$ cat config.mk
export PLATFORM = sky130hd
export DESIGN_NAME = lsu_mem_stage
export DESIGN_NICKNAME = d
export VERILOG_FILES = /design/src/rtl/lsu_mem_stage.sv
export SDC_FILE = /design/constraint.sdc
export NUM_CORES = 1
export LEC_CHECK = 0
export ABC_AREA = 1
export BUFFER_PORTS_ARGS = -buffer_cell sky130_fd_sc_hd__clkbuf_2
export CAP_MARGIN = 20
export CORE_MARGIN = 3
export CORE_UTILIZATION = 54
export CTS_CLUSTER_DIAMETER = 40
export DETAILED_ROUTE_END_ITERATION = 16
export GPL_TIMING_DRIVEN = 0
export PLACE_DENSITY_LB_ADDON = 0.25
export SLEW_MARGIN = 30
export SYNTH_ARGS = -nofsm -noshare
export SYNTH_HDL_FRONTEND = slang
export SYNTH_SLANG_ARGS = --single-unit
$ cat constraint.sdc
create_clock -name clk_i -period 6.75 [get_ports clk_i]
set_input_delay 1.35 -clock clk_i [delete_from_list [all_inputs] [get_ports clk_i]]
set_output_delay 1.35 -clock clk_i [all_outputs]
set_load 0.005 [all_outputs]
$ cat src/rtl/lsu_mem_stage.sv
// MEM-stage load/store unit: req/gnt/rvalid data-memory handshake, store lane steering, load extraction.
// Optional LSU_MISALIGN_TRAP_EN: reject misaligned accesses instead of issuing them lane-aligned.
module lsu_mem_stage #(
  parameter int unsigned W           = 32,
  parameter int unsigned TIMEOUT_CYC = 15
) (
  input  logic         clk_i,
  input  logic         rst_i,
  input  logic         valid_i,
  input  logic         ld_en_i,
  input  logic         st_en_i,
  input  logic [2:0]   funct3_i,
  input  logic [W-1:0] addr_i,
  input  logic [W-1:0] st_data_i,
  output logic         dmem_req_o,
  output logic         dmem_we_o,
  output logic [W-1:0] dmem_addr_o,
  output logic [3:0]   dmem_be_o,
  output logic [W-1:0] dmem_wdata_o,
  input  logic         dmem_gnt_i,
  input  logic         dmem_rvalid_i,
  input  logic [W-1:0] dmem_rdata_i,
  output logic [W-1:0] ld_data_o,
  output logic         stall_o,
  output logic         done_o,
  output logic         bus_err_o,
  output logic         misalign_o
);

  localparam int unsigned CNT_W = 8;

  typedef enum logic [1:0] {IDLE, REQ, WAIT, DONE} state_t;
  typedef enum logic [1:0] {SZ_B, SZ_H, SZ_W} size_t;

  state_t             state;
  size_t              size_q;
  logic [1:0]         lane_q;
  logic               sgn_q;
  logic [CNT_W-1:0]   cnt;

  logic               acc;
  logic               trap;
  size_t              size;
  logic [1:0]         lane;
  logic [3:0]         be;
  logic [W-1:0]       wdata;
  logic [7:0]         ld_byte;
  logic [15:0]        ld_half;
  logic [W-1:0]       ld_ext;

  assign acc = valid_i & (ld_en_i | st_en_i);

  // Access size: loads ignore funct3[2] (sign bit), stores decode all three bits.
  always_comb begin
    size = SZ_W;
    if (ld_en_i) begin
      if (funct3_i[1:0] == 2'b00)      size = SZ_B;
      else if (funct3_i[1:0] == 2'b01) size = SZ_H;
    end else begin
      if (funct3_i == 3'b000)          size = SZ_B;
      else if (funct3_i == 3'b001)     size = SZ_H;
    end
  end

  // Lane is forced naturally aligned for halves and words.
  always_comb begin
    lane  = addr_i[1:0];
    be    = 4'hF;
    wdata = st_data_i;
    case (size)
      SZ_B: begin
        be    = 4'(4'b0001 << lane);
        wdata = {4{st_data_i[7:0]}};
      end
      SZ_H: begin
        lane  = addr_i[1:0] & 2'b10;
        be    = 4'(4'b0011 << lane);
        wdata = {2{st_data_i[15:0]}};
      end
      default: lane = 2'b00;
    endcase
  end

  always_comb begin
    ld_byte = dmem_rdata_i[{lane_q, 3'b000} +: 8];
    ld_half = lane_q[1] ? dmem_rdata_i[31:16] : dmem_rdata_i[15:0];
    case (size_q)
      SZ_B:    ld_ext = {{(W-8){sgn_q & ld_byte[7]}}, ld_byte};
      SZ_H:    ld_ext = {{(W-16){sgn_q & ld_half[15]}}, ld_half};
      default: ld_ext = dmem_rdata_i;
    endcase
  end

`ifdef LSU_MISALIGN_TRAP_EN
  logic mis;
  assign mis        = ((size == SZ_H) && addr_i[0]) || ((size == SZ_W) && (addr_i[1:0] != 2'b00));
  assign trap       = acc & mis;
  assign misalign_o = ~rst_i & (state == IDLE) & trap;
`else
  assign trap       = 1'b0;
  assign misalign_o = 1'b0;
`endif

  assign stall_o = ~rst_i & (((state == IDLE) & acc & ~trap) | (state == REQ) | (state == WAIT));

  always_ff @(posedge clk_i or posedge rst_i) begin
    if (rst_i) begin
      state        <= IDLE;
      cnt          <= '0;
      size_q       <= SZ_B;
      lane_q       <= 2'b00;
      sgn_q        <= 1'b0;
      dmem_req_o   <= 1'b0;
      dmem_we_o    <= 1'b0;
      dmem_addr_o  <= '0;
      dmem_be_o    <= '0;
      dmem_wdata_o <= '0;
      ld_data_o    <= '0;
      done_o       <= 1'b0;
      bus_err_o    <= 1'b0;
    end else begin
      done_o    <= 1'b0;
      bus_err_o <= 1'b0;
      case (state)
        IDLE: begin
          if (acc && !trap) begin
            size_q       <= size;
            lane_q       <= lane;
            sgn_q        <= ~funct3_i[2];
            dmem_req_o   <= 1'b1;
            dmem_we_o    <= ~ld_en_i;
            dmem_addr_o  <= {addr_i[W-1:2], 2'b00};
            dmem_be_o    <= be;
            dmem_wdata_o <= wdata;
            state        <= REQ;
          end
        end
        REQ: begin
          if (dmem_gnt_i) begin
            dmem_req_o <= 1'b0;
            cnt        <= '0;
            if (dmem_we_o) begin
              done_o <= 1'b1;
              state  <= DONE;
            end else begin
              state  <= WAIT;
            end
          end
        end
        WAIT: begin
          if (dmem_rvalid_i) begin
            ld_data_o <= ld_ext;
            done_o    <= 1'b1;
            state     <= DONE;
          end else if (cnt == CNT_W'(TIMEOUT_CYC - 1)) begin
            ld_data_o <= '0;
            done_o    <= 1'b1;
            bus_err_o <= 1'b1;
            state     <= DONE;
          end else begin
            cnt <= cnt + CNT_W'(1);
          end
        end
        default: state <= IDLE;
      endcase
    end
  end

endmodule

After elaboration in Yosys (flattened, before gate mapping)
Cells that the tools add are included.

word-level totals
  register bits after elaboration = 117
  input port bits = 106
  output and inout bits = 106

cells by class
  add/subtract/negate cells = 1
  shift operators = 3
  reductions and logical operators = 13
  equal/unequal tests = 12
  bitwise operators = 11
  muxes and demuxes = 32

operators by type and width
  kind                                                  count
  case mux 32 bit (2 select lines)                      2
  2-to-1 mux 32 bit                                     2
  indexed part select 32 x 6 -> 8 bit                   1
  2-to-1 mux 8 bit                                      3
  2-to-1 mux 2 bit                                      9
  2-to-1 mux 16 bit                                     1
  case mux 8 bit (2 select lines)                       1
  2-to-1 mux 1 bit                                      9
  adder 8 x 1 -> 8 bit (second input constant)          1
  equality test 2 x 1 -> 1 bit (second input constant)  4
  equality test 8 x 4 -> 1 bit (second input constant)  1
  zero test 2 bit                                       4
  inequality test 2 bit (second input constant)         4
  case mux 4 bit (2 select lines)                       1
  case mux 2 bit (3 select lines)                       1
  AND reduction 3 bit                                   2
  nonzero test 2 bit                                    3
  bitwise AND 1 bit                                     5
  case mux 1 bit (2 select lines)                       2
  case mux 2 bit (2 select lines)                       1
  AND reduction 2 bit                                   2
  AND reduction 4 bit                                   1
  left shift 1 x 2 -> 4 bit (first input constant)      1
  left shift 2 x 2 -> 4 bit (first input constant)      1
  other kinds (6)                                       10

Logic depth before layout (Yosys ltp)
Gate-level depths: netlist of run 1.

  depth in word-level cells = 6
  gate-level depth with buffers = 11
  mapped depth without buffers = 9

Least setup slack after synthesis of run 1
OpenSTA, ideal clock, no wires.

  path type = input port to output port
  from = input port ld_en_i
  to = output port stall_o
  setup slack = 3.182 ns
  stages = 5
  arrival time = 2.218 ns
  path buffers = 2
  cell sequence = or2_2 -> nand3_1 -> buf_2 -> buf_2 -> a21oi_1

on the way
  word-level cells in the longest chain between the ends = 6

RTL lines
  what                           RTL line  text
  from (decl)                    10        input logic ld_en_i,
  bitwise OR 1 bit               51        assign acc = valid_i & (ld_en_i | st_en_i);
  bitwise AND 1 bit              51
  bitwise AND 1 bit              104       assign stall_o = ~rst_i & (((state == IDLE) & acc & ~trap) | (state == REQ) | (state == WAIT));
  bitwise OR 1 bit (2 in a row)  104
  bitwise AND 1 bit              104
  to (decl)                      24        output logic stall_o,

No other way between the ends.

Worst setup path in the final report of run 1
Ends and elaborated chain as after synthesis.

==> results of run 1 <==
-- metal layers --
layer | up-vias | GRT usage [%] | routed length, µm
li1 | 2739 | - | -
met1 | 2551 | 35.2 | 6440
met2 | 239 | 47.0 | 7800
met3 | 30 | 7.99 | 1480
met4 | 0 | 10.7 | 368
met5 | - | 0 | 0
-- per-stage QoR --
step | utilization [%] | area, µm² | worst slack [ps]
floorplan | - | 5710 | 2300
global placement | 69.1 | 6910 | 1040
detailed placement | 69.5 | 6950 | 2750
CTS | 75.7 | 7570 | 2730
global route | 75.7 | 7570 | 2630
finish | 75.7 | 7570 | 2740
-- critical path, stage by stage --
cell	delay (ps)
clkbuf_2	110
or2_2	310
nand3_1	160
buf_2	250
buf_2	270
a21oi_1	90
clkbuf_2	120
-- kinds of logic (layout without fill, tap and decap cells) --
family,Yosys count,after routing
DFF,117,117
and+or+nand+nor,374,374
AOI/OAI and AO/OA,130,130
buffers and inverters,94,335
other,1,3
xor gates and xnor gates,3,3
adders and majority gates,6,6
-- registers in the layout, indices dropped and copies added, names as in the netlist --
signal        count
lane_q            2
dmem_we_o         1
done_o            1
sgn_q             1
ld_data_o        32
dmem_req_o        1
bus_err_o         1
cnt               8
dmem_wdata_o     32
dmem_addr_o      30
dmem_be_o         4
state             2
size_q            2
-- area by class of cell --
| class | count | area share, % |
|---|---|---|
| Clock buffer | 18 | 5.52 |
| Tap cell | 133 | 2.20 |
| Multi-Input combinational cell | 516 | 31.3 |
| Timing Repair Buffer | 209 | 14.1 |
| Clock inverter | 14 | 2.69 |
| Inverter | 58 | 3.04 |
| Sequential cell | 117 | 38.7 |
| Buffer | 36 | 2.51 |
-- power breakdown --
| part | internal, mW | total [mW] | switching [mW] |
|---|---|---|---|
| combinational | 0.517 | 1.28 | 0.765 |
| sequential | 0.989 | 1.16 | 0.170 |
| clock | 0.604 | 0.939 | 0.336 |
| total | 2.11 | 3.38 | 1.27 |
-- synth_stat cells --
cell type  instances
a21boi_0           1
a21oi_1           32
buf_2             17
buf_4              5
buf_6              2
clkbuf_1          12
clkinv_1           2
clkinv_4           1
conb_1             1
dfrtp_1          117
ha_1               6
inv_1             52
inv_2              3
nand2_1          319
nand2_2            3
nand2_4            2
nand2_8            1
nand3_1           15
nand4_1            6
nor2_1            18
nor2_8             2
nor3_1             2
o21a_1             1
o21ai_0           76
o21ai_2           10
o21bai_1           3
o22a_1             7
or2_2              6
xnor2_1            2
xor2_1             1
-- worst paths after layout --
path | startpoint | to | slack, ps | cells after the start
setup / recovery | ld_en_i | stall_o | 2740 | 7
hold / removal | ld_data_o[6] | ld_data_o[6] | 470 | 2
setup reg to reg | state[0] | ld_data_o[16] | 4780 | 9
hold reg to reg | ld_data_o[6] | ld_data_o[6] | 470 | 2
max in group asynchronous | rst_i | dmem_wdata_o[6] | 5250 | 3
min in group asynchronous | rst_i | dmem_addr_o[5] | 900 | 2
==> metrics.csv, run 1 <==
stage,metric,value,unit
drt,first_iter_violations,303,
pwr,post-layout-total-power,3.38,mW
cts,cts_max_level,4,
timing,post-route-min-period,4010,ps
synth,yosysTopAreaCellShare,51.4,%
pwr,power.density,447,nW/µm²
job,drv_cap,0,
setup_path,worst-setup-path-type,input port to primary output,
timing,final-max-slew-violation-count,0,
synth,seq_area_frac_synth,51.4,%
synth,ys_seq_elements,117,
timing,slew-limit-headroom,59.4,%
floorplanning,io_pins,212,
timing,timing.final.setup_violations,0,
timing,timing.final.crit_share,59.4,%
synth,post_synth_mux_area_share,0,%
cts,number_of_setup_buffers_added_after_cts,0,
global_route,largest_net_degree_at_the_start_of_global_routing,69,
timing,hold_viol,0,
final_layout,syn2layout_area_growth,32.8,%
synth,cell_variety_after_synth,30,
final_layout,layout.area.seq,2930,µm²
timing,rsz_0062_raised_after_global_routing,false,
drt,drt_first_pass_iters,5,
floorplanning,die_h,109,µm
final_layout,multi_input_area,2370,µm²
placement,portBuffers,208,
cts,clock-root-buffer,clkbuf_8,
global_route,global_route_wire_length_before_repair,26.1,mm
cts,clock_sink_total,117,
global_route,overflow,0,
final_layout,filler_cell_count,794,
drt,viasPerCell,5.05,
synth,yosys.area_share.xor_xnor,0.461,%
placement,dp.final_hpwl,12.1,mm
setup_path,worst_ep_required,5400,ps
drt,wl,16.1,mm
placement,globalplace.congestion,0.867,
cts,clock_tree.buffer_depth,2,
synth,syn_avg_cell_area,7.86,µm²
final_layout,instances_no_fill,1101,
setup_path,cp_data_arrival_time,2660,ps
drt,wl_per_cell,14.6,µm
global_route,number_of_antenna_violations_at_the_first_check_in_global_routing,0,
floorplanning,number_of_core_rows,36,
pwr,maximum_vdd_drop,0.225,mV
timing,setup-tns-final,0,ps
synth,synth_area_leaders,"dfrtp_1 51%, nand2_1 21%, o21ai_0 6.7%, inv_1 3.4%, a21oi_1 2.8%",
floorplanning,core_area,10000,µm²
timing,worstMarginPinSlew,609,ps
final_layout,final_layout_size_suffix_gt1_share,30.3,%
floorplanning,die_x,109,µm
pwr,leakage,4.33,nW
global_route,globalRouteTotalUtil,28.3,%
setup_path,crit_path_start_kind,input port,
final_layout,leading_cell_types_in_the_layout_fill_and_taps_excluded,"319 x nand2_1, 208 x clkbuf_2, 117 x dfrtp_1, 76 x o21ai_0, 51 x inv_1",
synth,yosys_warnings,0,
placement,placed_cells_incl_taps,1069,
final_layout,final_net_count,1067,
final_layout,layout_commonest_cell,nand2_1,
floorplanning,initial_cell_density_of_the_core,57.0,%
synth,syn-instance-count,725,
synth,synthSimpleGateAreaFrac,26.8,%
synth,largest_family_of_logic_cells_by_synthesized_area,simple AND/OR/NAND/NOR gates,
worst_hold_path,hold_class,register to register,
setup_path,endpoint_kind,primary output,
cts,hold_buffers,0,
setup_path,crit_fanout,10,
synth,synth-compound-area-share,12.8,%
timing,timing.hold.ws,474,ps
synth,yosys.area_share.adder,1.32,%
floorplanning,floorplan.die_area,11800,µm²
synth,post_synth_instance_area,5700,µm²
synth,synth_largest_area_cell,dfrtp_1,
cts,cts_resized,0,
cts,cts_tree,done,
timing,skew_final,8.46,ps
cts,clk_latency,510,ps
drt,drc_errors,0,
timing,max_clock_freq,249,MHz
drt,route.vias.total,5559,
drt,drt.antenna.violating_nets,0,
cts,tritoncts.num_buffers,17,
final_layout,diodes,0,
global_route,grt_pass1_vias,5524,
outcome,status,"finished, final reports clean",
cts,path_clk_slew,60,ps
No activity file was read; power rests on OpenSTA's default activity.
==> inputs of run 2 (changes only) <==
--- a/config.mk
+++ b/config.mk
@@ -9,7 +9,7 @@
 export BUFFER_PORTS_ARGS = -buffer_cell sky130_fd_sc_hd__clkbuf_2
 export CAP_MARGIN = 20
 export CORE_MARGIN = 3
-export CORE_UTILIZATION = 54
+export CORE_UTILIZATION = 50
 export CTS_CLUSTER_DIAMETER = 40
 export DETAILED_ROUTE_END_ITERATION = 16
 export GPL_TIMING_DRIVEN = 0
==> constraint.sdc (replaced) <==
create_clock -name clk_i -period 3.98 [get_ports clk_i]
set_input_delay 0.796 -clock clk_i [delete_from_list [all_inputs] [get_ports clk_i]]
set_output_delay 0.796 -clock clk_i [all_outputs]
set_load 0.005 [all_outputs]
==> run 2 against run 1 <==
Compared with the run above:
- clock power grew 66%
- design area fell by 0.13%
- worst hold slack lost 86 ps
- core utilization down 6.9 points
- via count grew 1.1%
- clock-buffer cell count up 5
- largest power group unchanged
- non-clock buffer count unchanged
- register-to-register slack worse by 2800 ps
- clock skew barely moved
- final cell count increased by 0.64%
- setup slack worse by 1700 ps
==> metrics.csv, run 2 (same netlist as run 1, synthesis figures left out) <==
stage,metric,value,unit
outcome,status,"finished, final reports clean",
pwr,switching_share,37.2,%
timing,worstMarginPinSlew,613,ps
pwr,power.density,754,nW/µm²
timing,rsz_0062_raised_after_global_routing,false,
pwr,pwr-share-seq,34.6,%
global_route,grt_pass1_vias,5502,
placement,globalplace.congestion,0.902,
pwr,switching_power,2.12,mW
drt,drc_errors,0,
floorplanning,floorplan.die_area,12700,µm²
cts,tritoncts.num_buffers,17,
timing,final-max-slew-violation-count,0,
final_layout,syn2layout_area_growth,32.7,%
floorplanning,core_area,11000,µm²
drt,drt.antenna.violating_nets,0,
final_layout,layout.area.seq,2930,µm²
drt,wl,16.6,mm
timing,post-route-min-period,2920,ps
timing,max_clock_freq,342,MHz
floorplanning,die_x,113,µm
placement,placed_cells_incl_taps,1076,
cts,cts_max_level,4,
timing,timing.final.setup_violations,0,
cts,clock_tree.buffer_depth,2,
cts,path_clk_slew,50,ps
final_layout,layout_commonest_cell,nand2_1,
drt,viasPerCell,5.07,
job,drv_cap,0,
floorplanning,number_of_core_rows,38,
setup_path,cp_data_arrival_time,2120,ps
final_layout,filler_cell_count,968,
final_layout,largestRegisters,"dmem_wdata_o: 32 flops, ld_data_o: 32 flops, dmem_addr_o: 30 flops",
final_layout,instances_no_fill,1108,
floorplanning,io_pins,212,
global_route,global_route_wire_length_before_repair,27.0,mm
drt,first_iter_violations,502,
placement,dp.final_hpwl,12.2,mm
pwr,power_internal,3.58,mW
pwr,maximum_vdd_drop,0.486,mV
final_layout,diodes,0,
pwr,post-layout-total-power,5.70,mW
global_route,overflow,0,
final_layout,leading_cell_types_in_the_layout_fill_and_taps_excluded,"319 x nand2_1, 208 x clkbuf_2, 117 x dfrtp_1, 76 x o21ai_0, 51 x inv_1",
final_layout,final_net_count,1067,
cts,cts_resized,0,
global_route,globalRouteTotalUtil,26.6,%
cts,number_of_setup_buffers_added_after_cts,0,
pwr,leakage,4.33,nW
drt,wl_per_cell,15.0,µm
cts,clk_latency,410,ps
global_route,largest_net_degree_at_the_start_of_global_routing,70,
timing,hold_viol,0,
setup_path,crit_fanout,10,
placement,portBuffers,208,
setup_path,worst-setup-path-type,input port to primary output,
floorplanning,die_h,113,µm
timing,timing.final.crit_share,73.4,%
final_layout,multi_input_area,2370,µm²
timing,skew_final,8.23,ps
floorplanning,initial_cell_density_of_the_core,51.9,%
pwr,power_frac_comb,38.0,%
cts,clock-root-buffer,clkbuf_16,
worst_hold_path,hold_class,input port to asynchronous set/reset pin,
setup_path,worst_ep_required,3180,ps
drt,drt_first_pass_iters,5,
pwr,pwr-share-clk,27.4,%
final_layout,final_layout_size_suffix_gt1_share,30.1,%
setup_path,endpoint_kind,primary output,
cts,cts_tree,done,
cts,hold_buffers,0,
global_route,number_of_antenna_violations_at_the_first_check_in_global_routing,0,
setup_path,crit_path_start_kind,input port,
cts,clock_sink_total,117,
drt,route.vias.total,5618,
timing,slew-limit-headroom,59.0,%
run 2: critical path: stages:
cell,delay (ps)
clkbuf_2,110
or2_2,310
nand3_1,180
buf_2,250
buf_2,260
a21oi_1,100
clkbuf_2,130
run 2: metal layers:
layer  track usage (%)  routed length, µm
met5                 0                  0
met4              8.33                335
met3              7.81               1420
met2              43.8               8040
met1              34.1               6770
run 2: final timing paths:
path	endpoint	slack, ps	startpoint	cells after the start
setup / recovery	stall_o	1060	ld_en_i	7
hold / removal	dmem_addr_o[10]	390	rst_i	2
setup reg to reg	cnt[5]	2030	state[0]	10
hold reg to reg	ld_data_o[4]	470	ld_data_o[4]	2
max in group asynchronous	bus_err_o	2960	rst_i	3
min in group clk_i	ld_data_o[4]	470	ld_data_o[4]	2
run 2: power by group through the flow:
stage          Clock, mW  Sequential [mW]  Combinational [mW]
6_report            1.56             1.97                2.17
5_1_grt             1.64             2.03                2.46
2_1_floorplan          0             1.98                1.27
3_3_place_gp           0             1.97                2.11
3_5_place_dp           0             1.97                2.17
4_1_cts             1.57             1.97                2.19
run 2: final cells by class:
cell class / count / share of cell area, %
flip-flops and latches: 117 / 38.7
multi-input cells: 516 / 31.3
repair buffers: 209 / 14.1
clock buffers: 23 / 6.32
inverters: 58 / 3.04
plain buffers: 36 / 2.52
well taps: 140 / 2.32
clock inverters: 9 / 1.65
run 2: through the flow:
| step | setup TNS (ps) | setup WS (ps) | hold slack (ps) | utilization, % | instance area (µm²) |
|---|---|---|---|---|---|
| floorplan | 0 | 83.2 | 465 | - | 5710 |
| global placement | -143360 | -1230 | 452 | 63.0 | 6920 |
| detailed placement | 0 | 1040 | 460 | 63.4 | 6960 |
| CTS | 0 | 1030 | 399 | 68.8 | 7560 |
| global route | 0 | 952 | 406 | 68.8 | 7560 |
| finish | 0 | 1060 | 388 | 68.8 | 7560 |
